## config.mk

```make
export PLATFORM = sky130hd
export DESIGN_NAME = add_sub_sequencer
export DESIGN_NICKNAME = d
export VERILOG_FILES = /design/src/rtl/add_sub_sequencer.sv
export SDC_FILE = /design/constraint.sdc
export NUM_CORES = 1
export LEC_CHECK = 0
export ABC_AREA = 1
export CAP_MARGIN = 15
export CORE_MARGIN = 5
export CORE_UTILIZATION = 46
export DETAILED_ROUTE_END_ITERATION = 10
export PLACE_DENSITY_LB_ADDON = 0.25
export SETUP_SLACK_MARGIN = 0.05
export SLEW_MARGIN = 5
export SYNTH_ARGS = -nofsm -noshare
export SYNTH_HDL_FRONTEND = slang
export SYNTH_SLANG_ARGS = --single-unit
```

## constraint.sdc

```tcl
create_clock -name clk -period 2.3 [get_ports clk]
set_input_delay 0.46 -clock clk [delete_from_list [all_inputs] [get_ports clk]]
set_output_delay 0.46 -clock clk [all_outputs]
set_load 0.01 [all_outputs]
```

## src/rtl/add_sub_sequencer.sv

```systemverilog
// Sequencer for an external combinational adder/subtractor: it latches the operands,
// holds them on the adder for SETTLE cycles, then captures the sum and the flags.
module add_sub_sequencer #(
    parameter int WIDTH  = 8,
    parameter int SETTLE = 1
) (
    input  logic             clk,
    input  logic             rst,
    input  logic             start,
    input  logic [WIDTH-1:0] a_in,
    input  logic [WIDTH-1:0] b_in,
    input  logic             sub_in,
    output logic             ready,
    output logic [WIDTH-1:0] add_a,
    output logic [WIDTH-1:0] add_b,
    output logic             add_mode,
    input  logic [WIDTH-1:0] add_sum,
    input  logic             add_carry,
    output logic [WIDTH-1:0] result,
    output logic             carry_out,
    output logic             zero,
    output logic             ovf,
    output logic             done
);

    typedef enum logic [1:0] {
        ST_IDLE    = 2'd0,
        ST_DRIVE   = 2'd1,
        ST_CAPTURE = 2'd2
    } state_t;

    localparam int          MSB      = WIDTH - 1;
    localparam logic [3:0] SETTLE_L = 4'(SETTLE);

    state_t           r_state;
    logic [3:0]       r_cnt;
    logic             r_ready;
    logic [WIDTH-1:0] r_a;
    logic [WIDTH-1:0] r_b;
    logic             r_mode;
    logic [WIDTH-1:0] r_result;
    logic             r_carry;
    logic             r_zero;
    logic             r_ovf;
    logic             r_done;
    logic             w_ovf;

    // Signed overflow of the held operands against the settled adder result.
    // For subtraction the operands must differ in sign for overflow to occur.
    always_comb begin
        w_ovf = 1'b0;
        if (r_mode) begin
            w_ovf = (r_a[MSB] != r_b[MSB]) && (add_sum[MSB] != r_a[MSB]);
        end else begin
            w_ovf = (r_a[MSB] == r_b[MSB]) && (add_sum[MSB] != r_a[MSB]);
        end
    end

    // Control FSM with registered adder operands, result, flags and handshake.
    always_ff @(posedge clk or posedge rst) begin
        if (rst) begin
            r_state  <= ST_IDLE;
            r_cnt    <= 4'd0;
            r_ready  <= 1'b1;
            r_a      <= '0;
            r_b      <= '0;
            r_mode   <= 1'b0;
            r_result <= '0;
            r_carry  <= 1'b0;
            r_zero   <= 1'b0;
            r_ovf    <= 1'b0;
            r_done   <= 1'b0;
        end else begin
            r_done <= 1'b0;
            case (r_state)
                ST_IDLE: begin
                    if (start) begin
                        r_a     <= a_in;
                        r_b     <= b_in;
                        r_mode  <= sub_in;
                        r_cnt   <= SETTLE_L;
                        r_ready <= 1'b0;
                        r_state <= ST_DRIVE;
                    end else begin
                        r_ready <= 1'b1;
                    end
                end
                ST_DRIVE: begin
                    r_cnt <= r_cnt - 4'd1;
                    // <= also catches a zero count so an illegal SETTLE cannot hang here
                    if (r_cnt <= 4'd1) begin
                        r_state <= ST_CAPTURE;
                    end else begin
                        r_state <= ST_DRIVE;
                    end
                end
                ST_CAPTURE: begin
                    r_result <= add_sum;
                    r_carry  <= add_carry;
                    r_zero   <= (add_sum == '0);
                    r_ovf    <= w_ovf;
                    r_done   <= 1'b1;
                    r_ready  <= 1'b1;
                    r_state  <= ST_IDLE;
                end
                default: begin
                    r_ready <= 1'b1;
                    r_state <= ST_IDLE;
                end
            endcase
        end
    end

    assign ready     = r_ready;
    assign add_a     = r_a;
    assign add_b     = r_b;
    assign add_mode  = r_mode;
    assign result    = r_result;
    assign carry_out = r_carry;
    assign zero      = r_zero;
    assign ovf       = r_ovf;
    assign done      = r_done;

endmodule

```

==> results of run 1 <==
-- path summary, 6_finish.rpt --
check | depth (start not counted) | start | to | slack (ps)
min in group asynchronous | 3 | rst | result[0] | 510
worst min register to register | 2 | result[2] | result[2] | 490
worst max-delay path | 1 | ready | ready | 410
worst max register to register | 5 | r_state[0] | add_b[7] | 1020
max in group asynchronous | 3 | rst | ready | 1440
worst min-delay path | 2 | result[2] | result[2] | 490
-- state kept, by name, summed over array words and instances, names as in the netlist --
signal / flops
add_a: 8
add_b: 8
add_mode: 1
carry_out: 1
done: 1
ovf: 1
r_cnt: 4
r_state: 2
ready: 1
result: 8
zero: 1
-- power groups by stage --
stage | clock network [mW] | logic, mW | registers (mW)
final | 0.378 | 1.24 | 1.11
after global routing | 0.410 | 1.38 | 1.15
after CTS | 0.387 | 1.26 | 1.11
after detailed placement | 0 | 1.26 | 1.12
after global placement | 0 | 1.23 | 1.11
after floorplan | 0 | 0.500 | 1.22
-- synthesized netlist by cell type (all sizes together) --
cell type,n,area (µm²)
nand4,1,6.26
buf,4,31.3
ha,2,25.0
inv,17,63.8
nand3,9,57.6
dfstp,1,26.3
o21a,1,7.51
o21ai,12,60.1
nor2,10,37.5
nand2,79,299
dfrtp,35,876
-- metrics by stage --
stage                     util [%]  hold slack (ps)  instance area, µm²
after global routing          70.5              512                2170
final                         70.5              489                2170
after detailed placement      68.3              465                2100
after CTS                     70.5              492                2170
after floorplan                  -              475                1490
after global placement        68.3              461                2100
-- metal layers --
layer  share of wire, %  routed length (µm)  global-route usage (%)
met5                  0                   0                       0
met1                 43                1390                    17.0
met4               0.92                  30                    5.32
met3                 12                 400                    8.77
met2                 44                1440                    25.7
-- area by class of cell --
| class | instances | area share [%] |
|---|---|---|
| Clock buffer | 8 | 3.17 |
| Inverter | 17 | 2.94 |
| Multi-Input combinational cell | 114 | 22.7 |
| Sequential cell | 36 | 41.6 |
| Tap cell | 44 | 2.54 |
| Timing Repair Buffer | 59 | 27.1 |
-- kinds of logic (layout without fill, tap and decap cells) --
kind of cell	after synthesis	in the layout	synth area share, %
buffers and inverters	21	84	6.38
adders and majority gates	2	2	1.68
and+or+nand+nor	99	99	26.9
AOI/OAI and AO/OA	13	13	4.53
DFF	36	36	60.5
==> metrics, run 1 <==
outcome finished, final reports clean; row cnt 20; largest net degree at the start of global routing 37; sw frac 35.6%; Net Count, Synth 202; clk_lat worst skew 330 ps; post-route worst setup slack between 400 and 500 ps; Period minus WS final 1890 ps; worst slew pin tran about 440 ps; YS warnings 0; period utilization 82.1%; clk sink count 36; delay-heaviest family, CP buffers and inverters; Final Power about 2.7 mW; multi-input logic area 493 µm²; final setup TNS 0 ps; WL per Instance 11.7 µm; Req. time, crit path 1840 ps; post-synth cell types 17; global placement routability congestion 0.805; Routed Antenna Nets 0; FMAX 0.530 GHz; Peak VDD IR 0.598 mV; first-pass GRT wire length ~5200 µm; fin nets about 260; share of layout cells above drive strength 1 6.41%; Die Area between 4000 and 5000 µm²; CP max FO 2; count of final setup violators 0; sequential share of power 40.7%; # diodes 0; Routed WL approximately 3300 µm; clock network power share 13.8%; global route total overflow 0; CP Launch Type flop; leak pwr 1.07 nW; Sw Pwr 0.972 mW; via/cell ratio 4.64; sequential area share after synthesis around three fifths; vias in the first global route 1239; GRT Total Usage 15.7%; Hold Fails Final Rpt 0; post-synthesis cell area 1490 µm²; drt pass-1 iters 4; initial antenna violation count 0; Yosys reg bits 36; H-Tree Depth 2; register area between 900 and 1000 µm²; RSZ-0062 raised after global routing no; WS Path Type flop to output port; worst-path cell chain clkdlybuf4s50_1; post_cts resized 0; crit path capture type output port; P per Cell Area about 1300 nW/µm²; CTS root buffer clkbuf_4; Setup Skew 10.8 ps; CTS tree yes; number of port buffers 58; die width 66.9 µm; DP Cell Count between 200 and 300; Area growth, synth to finish 45.7%; syn_area_per_cell between 8 and 9 µm²; Starting Density 48.4%; Max clock buf depth 2; Slew headroom between 70% and 80%; CP peak stage delay roughly 560 ps; detailed-route DRC error count 0; clk slew on worst S/H paths 110 ps; number of vias in the routed layout 1291; CTS Buf Count 5; fin cells 278; worst path buffer plus inverter count 1; most common cell after layout, fill and taps aside nand2_1; number of fill cells around 250; Core ar. 3080 µm²; Comb pwr share 45.5%; post-DP HPWL 2370 µm; I/O pin cnt 59; Crit path arrival time 1430 ps; Post-CTS Setup Inserts 0; max-cap violations 0; Die Ht between 60 and 70 µm; initial drt markers between 60 and 70; pre-CTS WS 498 ps; # hold bufs at CTS 0; HP Class flop to flop; Final Slew Violations 0; most frequent cells in the layout nand2_1 (78), clkdlybuf4s50_1 (58), dfrtp_1 (35); cell count after synthesis 171; Pint 1.76 mW; slowest stage cell, crit path clkdlybuf4s50_1
Note: power is estimated with default switching activity, not from simulation.
==> run 2: changes to the inputs <==
CORE_UTILIZATION = 38   (was 46)
clock period = 1.5 ns   (was 2.3 ns; I/O delays follow)
==> metrics, run 2 (same netlist as run 1, synthesis figures left out) <==
WL per Instance 11.0 µm (was 11.7 µm); max-cap violations 0 (unchanged); clk_lat worst skew 280 ps (was 330 ps); FMAX 0.734 GHz; clk slew on worst S/H paths 70 ps (was 110 ps); Peak VDD IR 1.02 mV (was 0.598 mV); row cnt 22 (was 20); number of vias in the routed layout 1245 (was 1291); share of layout cells above drive strength 1 7.63% (was 6.41%); clk sink count 36 (unchanged); I/O pin cnt 59 (unchanged); number of port buffers 58 (unchanged); initial antenna violation count 0 (unchanged); Req. time, crit path 1200 ps (was 1840 ps); P per Cell Area 1830 nW/µm² (was 1260 nW/µm²); Die Ht 72.6 µm (was 66.9 µm); final setup TNS 0 ps (unchanged); # diodes 0 (unchanged); CP peak stage delay 520 ps (was 560 ps); leak pwr 1.17 nW (was 1.07 nW); CTS tree yes (unchanged); CP max FO 2 (unchanged); GRT Total Usage 13.3% (was 15.7%); largest net degree at the start of global routing 37 (unchanged); Slew headroom 77.5% (was 71.0%); post-DP HPWL 2320 µm (was 2370 µm); most common cell after layout, fill and taps aside nand2_1 (unchanged); Final Power 4.02 mW (was 2.73 mW); Max clock buf depth 2 (unchanged); CTS root buffer clkbuf_8 (was clkbuf_4); HP Class input pin to async pin (was flop to flop); H-Tree Depth 2 (unchanged); Hold Fails Final Rpt 0 (unchanged); period utilization between 90% and 100%; via/cell ratio 4.38 (was 4.64); count of final setup violators 0 (unchanged); Final Slew Violations 0 (unchanged); delay-heaviest family, CP flip-flops (was buffers and inverters); Starting Density 39.8% (was 48.4%); worst-path cell chain dlygate4sd2_1 (was clkdlybuf4s50_1); die width 72.6 µm (was 66.9 µm); first-pass GRT wire length 5360 µm (was 5220 µm); global route total overflow 0 (unchanged); worst path buffer plus inverter count 1 (unchanged); Crit path arrival time 1060 ps (was 1430 ps); drt pass-1 iters 4 (unchanged); CP Launch Type flop (unchanged); outcome finished, final reports clean (unchanged); global placement routability congestion 0.780 (was 0.805); Setup Skew 4.40 ps (was 10.8 ps); Area growth, synth to finish 46.9% (was 45.7%); crit path capture type output port (unchanged); initial drt markers 37 (was 67); Post-CTS Setup Inserts 0 (unchanged); RSZ-0062 raised after global routing no (unchanged); worst slew pin tran 333 ps (was 435 ps); CTS Buf Count 5 (unchanged); fin nets 266 (was 264); slowest stage cell, crit path dfstp_2 (was clkdlybuf4s50_1); Routed WL 3130 µm (was 3260 µm); Die Area 5270 µm² (was 4480 µm²); Routed Antenna Nets 0 (unchanged); WS Path Type flop to output port (unchanged); detailed-route DRC error count 0 (unchanged); Core ar. 3740 µm² (was 3080 µm²); vias in the first global route 1207 (was 1239); most frequent cells in the layout nand2_1 (78), dfrtp_1 (35), dlygate4sd2_1 (30) (was nand2_1 (78), clkdlybuf4s50_1 (58), dfrtp_1 (35)); Period minus WS final between 1000 and 1500 ps
run 2: layout make-up:
type | instances | area (µm²)
clock inverters | 2 | 10.0
multi-input cells | 114 | 493
fillers | 360 | 1550
inverters | 17 | 63.8
flip-flops and latches | 36 | 902
well taps | 48 | 60.1
clock buffers | 6 | 82.6
repair buffers | 61 | 578
run 2: report_power, final:
group          internal [mW]  switching [mW]
combinational          0.749           0.896
sequential              1.43           0.252
clock                  0.366           0.323
run 2: metal layers:
layer  track usage (%)  part of all wire [%]
met2              18.5                    40
met5                 0                     0
met4              4.92                   1.5
met3              7.30                    14
met1              17.3                    45
run 2: final timing paths:
path	slack, ps	depth (start not counted)	end	startpoint
min in group clk	470	2	ovf	ovf
max	140	1	ready	ready
min	370	3	add_mode	rst
max reg2reg	380	5	r_state[0]	r_cnt[0]
min reg2reg	470	2	ovf	ovf
max in group asynchronous	880	3	ready	rst
run 2: what timing repair did:
action	4_1_cts	5_1_grt
hold buffers	0	0
gates resized for setup	30	0
endpoints found under the setup margin	30	0
run 2: per-stage QoR:
stage	setup WS, ps	std cells	instance area (µm²)	hold slack, ps	utilization, %
final	139	284	2190	373	58.5
after global placement	71.5	276	2130	463	57.0
after floorplan	397	171	1490	410	-
after detailed placement	39.3	276	2130	466	57.0
after CTS	121	284	2190	381	58.5
after global routing	87.2	284	2190	422	58.5
